`src/rtl/rv_pkg.sv`:
```
// Shared RV32I core definitions: branch funct3 encodings, branch-resolve FSM states, datapath width.
package rv_pkg;

  localparam int XLEN = 32;

  localparam logic [2:0] F3_BEQ  = 3'b000;
  localparam logic [2:0] F3_BNE  = 3'b001;
  localparam logic [2:0] F3_BLT  = 3'b100;
  localparam logic [2:0] F3_BGE  = 3'b101;
  localparam logic [2:0] F3_BLTU = 3'b110;
  localparam logic [2:0] F3_BGEU = 3'b111;

  typedef enum logic [1:0] {
    IDLE     = 2'd0,
    REDIRECT = 2'd1,
    SQUASH   = 2'd2
  } bru_state_e;

  // funct3 values 010/011 are not defined for conditional branches.
  function automatic logic f3_is_illegal(input logic [2:0] f3);
    return (f3[2:1] == 2'b01);
  endfunction

endpackage

```
`src/rtl/bru_outcome.sv`:
```
// Combinational branch/jump evaluation: actual direction, target, corrected PC and mispredict flag.
module bru_outcome #(
  parameter int XLEN = 32
) (
  input  logic            is_branch_i,
  input  logic            is_jal_i,
  input  logic            is_jalr_i,
  input  logic [2:0]      funct3_i,
  input  logic [XLEN-1:0] pc_i,
  input  logic [XLEN-1:0] imm_i,
  input  logic [XLEN-1:0] rs1_i,
  input  logic            less_i,
  input  logic            equal_i,
  input  logic            pred_taken_i,
  input  logic [XLEN-1:0] pred_target_i,
  output logic            valid_o,
  output logic            taken_o,
  output logic            illegal_o,
  output logic [XLEN-1:0] correct_pc_o,
  output logic            mispredict_o
);
  import rv_pkg::*;

  logic [XLEN-1:0] pc_rel;
  logic [XLEN-1:0] jalr_sum;
  logic [XLEN-1:0] fallthrough;
  logic [XLEN-1:0] target;

  assign pc_rel      = pc_i + imm_i;
  assign jalr_sum    = rs1_i + imm_i;
  assign fallthrough = pc_i + XLEN'(4);
  assign valid_o     = is_branch_i | is_jal_i | is_jalr_i;

  // jalr outranks jal, which outranks a conditional branch.
  always_comb begin
    taken_o   = 1'b0;
    illegal_o = 1'b0;
    target    = pc_rel;
    if (is_jalr_i) begin
      taken_o = 1'b1;
      target  = {jalr_sum[XLEN-1:1], 1'b0};
    end else if (is_jal_i) begin
      taken_o = 1'b1;
    end else if (is_branch_i) begin
      case (funct3_i)
        F3_BEQ:           taken_o = equal_i;
        F3_BNE:           taken_o = ~equal_i;
        F3_BLT, F3_BLTU:  taken_o = less_i;
        F3_BGE, F3_BGEU:  taken_o = ~less_i;
        default: begin
          taken_o   = 1'b0;
          illegal_o = f3_is_illegal(funct3_i);
        end
      endcase
    end
  end

  assign correct_pc_o = taken_o ? target : fallthrough;
  assign mispredict_o = (taken_o != pred_taken_i) |
                        (taken_o & (target != pred_target_i));

endmodule

```
`src/rtl/branch_resolve_unit.sv`:
```
// EX-stage branch resolution: checks fetch prediction, issues registered redirect and timed flush.
// Optional BRU_PERF_EN adds saturating accept/mispredict counters.
module branch_resolve_unit #(
  parameter int FLUSH_CYCLES = 2,
  parameter int XLEN         = 32
) (
  input  logic            i_clk,
  input  logic            i_reset,
  input  logic            ex_valid,
  input  logic            ex_stall,
  input  logic            ex_is_branch,
  input  logic            ex_is_jal,
  input  logic            ex_is_jalr,
  input  logic [2:0]      ex_funct3,
  input  logic [XLEN-1:0] ex_pc,
  input  logic [XLEN-1:0] ex_imm,
  input  logic [XLEN-1:0] rs1_data,
  input  logic            br_less,
  input  logic            br_equal,
  input  logic            ex_pred_taken,
  input  logic [XLEN-1:0] ex_pred_target,
  output logic            br_unsigned,
  output logic            ex_ready,
  output logic            redirect_valid,
  output logic [XLEN-1:0] redirect_pc,
  output logic            flush,
  output logic            illegal_br
`ifdef BRU_PERF_EN
 ,output logic [31:0]     perf_branches,
  output logic [31:0]     perf_mispredicts
`endif
);
  import rv_pkg::*;

  localparam logic [3:0] FLUSH_LOAD = 4'(FLUSH_CYCLES - 1);

  bru_state_e      state_q, state_d;
  logic [3:0]      cnt_q, cnt_d;
  logic [XLEN-1:0] redirect_pc_q, redirect_pc_d;
  logic            illegal_q;

  logic            oc_valid;
  logic            oc_taken;
  logic            oc_illegal;
  logic [XLEN-1:0] oc_correct_pc;
  logic            oc_mispredict;
  logic            accept;

  bru_outcome #(.XLEN(XLEN)) u_outcome (
    .is_branch_i   (ex_is_branch),
    .is_jal_i      (ex_is_jal),
    .is_jalr_i     (ex_is_jalr),
    .funct3_i      (ex_funct3),
    .pc_i          (ex_pc),
    .imm_i         (ex_imm),
    .rs1_i         (rs1_data),
    .less_i        (br_less),
    .equal_i       (br_equal),
    .pred_taken_i  (ex_pred_taken),
    .pred_target_i (ex_pred_target),
    .valid_o       (oc_valid),
    .taken_o       (oc_taken),
    .illegal_o     (oc_illegal),
    .correct_pc_o  (oc_correct_pc),
    .mispredict_o  (oc_mispredict)
  );

  assign br_unsigned = ex_funct3[1];
  assign ex_ready    = (state_q == IDLE);
  assign accept      = ex_valid & ex_ready & ~ex_stall & oc_valid;

  always_comb begin
    state_d       = state_q;
    cnt_d         = cnt_q;
    redirect_pc_d = redirect_pc_q;
    case (state_q)
      IDLE: begin
        if (accept && oc_mispredict) begin
          state_d       = REDIRECT;
          redirect_pc_d = oc_correct_pc;
        end
      end
      REDIRECT: begin
        cnt_d   = FLUSH_LOAD;
        state_d = (FLUSH_CYCLES == 1) ? IDLE : SQUASH;
      end
      SQUASH: begin
        // Stall is deliberately ignored here: the squash window is fixed-length.
        cnt_d = cnt_q - 4'd1;
        if (cnt_q <= 4'd1) begin
          state_d = IDLE;
        end
      end
      default: begin
        state_d = IDLE;
        cnt_d   = 4'd0;
      end
    endcase
  end

  always_ff @(posedge i_clk) begin
    if (i_reset) begin
      state_q       <= IDLE;
      cnt_q         <= 4'd0;
      redirect_pc_q <= '0;
      illegal_q     <= 1'b0;
    end else begin
      state_q       <= state_d;
      cnt_q         <= cnt_d;
      redirect_pc_q <= redirect_pc_d;
      illegal_q     <= accept & oc_illegal;
    end
  end

  assign redirect_valid = (state_q == REDIRECT);
  assign flush          = (state_q != IDLE);
  assign redirect_pc    = redirect_pc_q;
  assign illegal_br     = illegal_q;

`ifdef BRU_PERF_EN
  logic [31:0] perf_br_q;
  logic [31:0] perf_mis_q;

  always_ff @(posedge i_clk) begin
    if (i_reset) begin
      perf_br_q  <= '0;
      perf_mis_q <= '0;
    end else begin
      if (accept && (perf_br_q != '1)) begin
        perf_br_q <= perf_br_q + 32'd1;
      end
      if (accept && oc_mispredict && (perf_mis_q != '1)) begin
        perf_mis_q <= perf_mis_q + 32'd1;
      end
    end
  end

  assign perf_branches    = perf_br_q;
  assign perf_mispredicts = perf_mis_q;
`endif

endmodule

```
`config.mk`:
```
export PLATFORM = sky130hd
export DESIGN_NAME = branch_resolve_unit
export DESIGN_NICKNAME = d
export VERILOG_FILES = /design/src/rtl/rv_pkg.sv /design/src/rtl/bru_outcome.sv /design/src/rtl/branch_resolve_unit.sv
export SDC_FILE = /design/constraint.sdc
export NUM_CORES = 1
export LEC_CHECK = 0
export CAP_MARGIN = 10
export CORE_MARGIN = 2
export CORE_UTILIZATION = 45
export DETAILED_ROUTE_END_ITERATION = 8
export HOLD_SLACK_MARGIN = 0.15
export PLACE_DENSITY = 0.83
export SLEW_MARGIN = 20
export SYNTH_ARGS = -nofsm -noshare
export SYNTH_HDL_FRONTEND = slang
export SYNTH_SLANG_ARGS = --single-unit
```
`constraint.sdc`:
```
create_clock -name i_clk -period 9.8 [get_ports i_clk]
set_input_delay 1.96 -clock i_clk [delete_from_list [all_inputs] [get_ports i_clk]]
set_output_delay 1.96 -clock i_clk [all_outputs]
set_load 0.02 [all_outputs]
```
==> results.yml <==
clock_tree:
  clock-sinks: 39
  cts_buffers: 5
  cts.reportedPaths.clkPinSlew_ps: 60
  post_cts_resize_count: 0
  max-clock-path-buffers: 2
  worst_skew_pair.late_latency_ps: 280
  root_buffer: "sky130_fd_sc_hd__clkbuf_16"
  count_of_hold_buffers_inserted_by_post_cts_repair: 0
  htreeDepth: 2
  cts_tree: "yes"
  buffers_inserted_during_post_cts_setup_optimization: 0
flow_run:
  drv_cap: 0
worst_setup_path:
  worstSetupStartpointType: "primary input"
  worstSetupEndpointType: "register"
  r2r.worst_path.cells: 7
  critical_path_peak_fanout: 20
  launch_point_of_the_worst_reg_to_reg_path: "state_q[1]"
  criticalPathCategory: "primary input to register"
  reg2reg_setup_slack_ps: 7030
  worst_ep_arrival_time_ps: 7670
  critPathRequiredTime_ps: 9920
  worst_r2r_endpoint: "redirect_pc[0]"
synth:
  synthesis.instances: 1133
  async_reset_ff_share_pct: 0
  synth.net_count: 1343
  synth_flop_cell: "sky130_fd_sc_hd__dfxtp_1"
  synth.cell_area_mm2: 0.00796
  yosys_warnings: 0
  postSynthRegisterBits: 39
  syn_avg_cell_area_um2: 7.03
  ys_seq_area_share_pct: 9.80
  synth_edf_count: 0
  synth_cell_type_count: 86
worst_hold_path:
  min_to: "redirect_pc[8]"
  hold_depth: 2
  worstHoldStart: "redirect_pc[8]"
  holdCritPathClass: "register to register"
final_layout:
  antenna_cells_inserted: 0
  most_frequent_cells_in_the_layout: "sky130_fd_sc_hd__clkdlybuf4s50_1, sky130_fd_sc_hd__a21oi_1, sky130_fd_sc_hd__nand2_1"
  area.growth.synth_to_final_pct: 24.4
  filler_cell_count: 1657
  fin_nets: 1460
  share_of_final_layout_standard_cells_stronger_than_drive_strength_1_pct: 2.80
  finalNonFillerCells: 1476
  layout.cell_area.non_filler_mm2: 0.00991
  layout.cells.most_common: "sky130_fd_sc_hd__clkdlybuf4s50_1"
  finish.utilization_pct: 57.3
detailed_routing:
  drt_first_iter_violations: 828
  post-route-drc-count: 0
  final_antenna_net_count: 0
  wirelength_um: 29300
  viasPerCell: 6.30
  detail_route.wl_per_cell_um: 19.9
  route.vias.total: 9298
  drt-pass1-iter-count: 6
sta:
  worst-slew-pin-transition_ps: 1060
  rsz0062_at_grt: "no"
  slew-limit-headroom_pct: 29.0
  post-route-period-util_pct: 77.1
  report.final.setup_viol: 0
  post-route-min-period_ps: 7550
  max_freq_mhz: 132
  final.setup.tns_ps: 0
  final_hold_fails: 0
  report.final.slew_viol_count: 0
  clock-skew-final_ps: 1.21
  holdWs_ps: 466
global_routing:
  grt_pass1_wl_um: 44600
  grt_overflow_total: 0
  groute.usage.overall_pct: 30.2
  largest_net_degree_at_the_start_of_global_routing: 81
  antenna_found_initial: 0
  grt_pass1_vias: 8480
power_and_ir_drop:
  power.ir.vdd_worst_mv: 0.127
  power_per_cell_area_mw_per_mm2: 97.3
  leakage_uw: 0.00385
floorplanning:
  ioPinCount: 178
  die_area_mm2: 0.0188
  die_height_um: 137
  rows: 48
  floorplan.initialDensity_pct: 46.0
  core_region_area_mm2: 0.0173
  dieWidth_um: 137
placed_design:
  place.detailed.instances: 1468
  dp.final_hpwl_um: 24000
  finalWeightedCongestion: 1.01
  detailed_place.area_mm2: 0.00973
  buffer_ports.inserted: 177
status:
  run_status: "completed"
registers in the layout, summed over array words and instances (netlist names):
name,count
state_q,2
redirect_pc,32
cnt_q,4
illegal_br,1
area by class of cell:
| type | count | area (um2) | area share (%) |
|---|---|---|---|
| Clock inverter | 2 | 35.0 | 0.354 |
| Tap cell | 225 | 282 | 2.84 |
| Sequential cell | 39 | 781 | 7.88 |
| Timing Repair Buffer | 180 | 1780 | 18.0 |
| Clock buffer | 6 | 139 | 1.40 |
| Inverter | 26 | 97.6 | 0.985 |
| Multi-Input combinational cell | 998 | 6790 | 68.5 |
synthesized netlist by cell type (4+ instances only):
cell type | n | area [um2]
sky130_fd_sc_hd__nand2b_1 | 16 | 100
sky130_fd_sc_hd__buf_1 | 6 | 22.5
sky130_fd_sc_hd__xor2_1 | 42 | 368
sky130_fd_sc_hd__o2111ai_1 | 6 | 52.6
sky130_fd_sc_hd__a31oi_1 | 8 | 50.1
sky130_fd_sc_hd__xnor2_1 | 44 | 385
sky130_fd_sc_hd__a211oi_1 | 29 | 218
sky130_fd_sc_hd__a21oi_1 | 100 | 500
sky130_fd_sc_hd__nor3b_1 | 6 | 45.0
sky130_fd_sc_hd__o41ai_1 | 5 | 43.8
sky130_fd_sc_hd__ha_1 | 67 | 838
sky130_fd_sc_hd__o31ai_1 | 12 | 90.1
sky130_fd_sc_hd__xnor3_1 | 7 | 158
sky130_fd_sc_hd__nor3_1 | 29 | 145
sky130_fd_sc_hd__inv_1 | 26 | 97.6
sky130_fd_sc_hd__nor4_1 | 9 | 56.3
sky130_fd_sc_hd__o31a_1 | 4 | 35.0
sky130_fd_sc_hd__dfxtp_1 | 39 | 781
sky130_fd_sc_hd__o211ai_1 | 16 | 120
sky130_fd_sc_hd__nor2_1 | 88 | 330
sky130_fd_sc_hd__or3_1 | 21 | 131
sky130_fd_sc_hd__o221ai_1 | 4 | 35.0
sky130_fd_sc_hd__o21ai_0 | 58 | 290
sky130_fd_sc_hd__and4_1 | 8 | 70.1
sky130_fd_sc_hd__a311oi_1 | 4 | 35.0
sky130_fd_sc_hd__a211o_1 | 8 | 70.1
sky130_fd_sc_hd__buf_2 | 21 | 105
sky130_fd_sc_hd__nor2b_1 | 21 | 131
sky130_fd_sc_hd__a21o_1 | 28 | 210
sky130_fd_sc_hd__mux2i_1 | 19 | 190
sky130_fd_sc_hd__nand4_1 | 33 | 206
sky130_fd_sc_hd__and3_1 | 22 | 138
sky130_fd_sc_hd__a21boi_0 | 6 | 45.0
sky130_fd_sc_hd__o21ai_1 | 41 | 205
sky130_fd_sc_hd__o21a_1 | 9 | 67.6
sky130_fd_sc_hd__and2_1 | 8 | 50.1
sky130_fd_sc_hd__nand2_1 | 99 | 372
sky130_fd_sc_hd__nand3_1 | 46 | 230
sky130_fd_sc_hd__o21bai_1 | 4 | 30.0
sky130_fd_sc_hd__clkbuf_1 | 39 | 146
power by group:
part | switching (uW) | total, uW | internal (uW)
clock network | 61.5 | 188 | 126
logic | 344 | 598 | 254
registers | 7.45 | 178 | 171
metal layers:
metal,track usage [%],part of all wire (%)
met3,4.48,9.7
met1,41.6,43
met5,0,0
met4,7.45,2.3
met2,49.3,45
cells by family after synthesis:
| kind of cell | after synthesis | synth area share [%] |
|---|---|---|
| DFF | 39 | 9.80 |
| xor gates and xnor gates | 93 | 11.4 |
| AOI/OAI and AO/OA | 385 | 32.0 |
| muxes | 21 | 2.67 |
| adders and majority gates | 69 | 11.0 |
| and+or+nand+nor | 430 | 28.0 |
| buffers and inverters | 96 | 5.09 |
stage by stage:
stage	setup slack, ps	power [uW]
global placement	2350	758
floorplan	4450	561
finish	2250	964
CTS	2540	952
detailed placement	2260	764
global route	2010	1020
worst max-delay path, stage by stage:
cell and delay [ps]:
sky130_fd_sc_hd__clkdlybuf4s50_1 510, sky130_fd_sc_hd__ha_1 420, sky130_fd_sc_hd__a21o_1 230, sky130_fd_sc_hd__a31oi_2 320, sky130_fd_sc_hd__a211oi_1 210, sky130_fd_sc_hd__o21ai_1 500
sky130_fd_sc_hd__a21oi_1 230, sky130_fd_sc_hd__nor2_1 280, sky130_fd_sc_hd__o2111ai_1 230, sky130_fd_sc_hd__a2111oi_0 850, sky130_fd_sc_hd__nand4bb_1 310, sky130_fd_sc_hd__nand4b_1 800
sky130_fd_sc_hd__nand2_1 660, sky130_fd_sc_hd__o41ai_1 150
worst max-delay path by stage:
stage / endpoint / startpoint / slack, ps
global route: redirect_pc[4] / ex_pc[4] / 2010
CTS: redirect_pc[13] / ex_imm[0] / 2540
finish: redirect_pc[4] / ex_pc[4] / 2250
global placement: redirect_pc[27] / ex_pc[10] / 2350
detailed placement: redirect_pc[13] / ex_pc[4] / 2260
floorplan: state_q[0] / ex_pc[0] / 4450
Note: power is estimated with default switching activity, not from simulation.
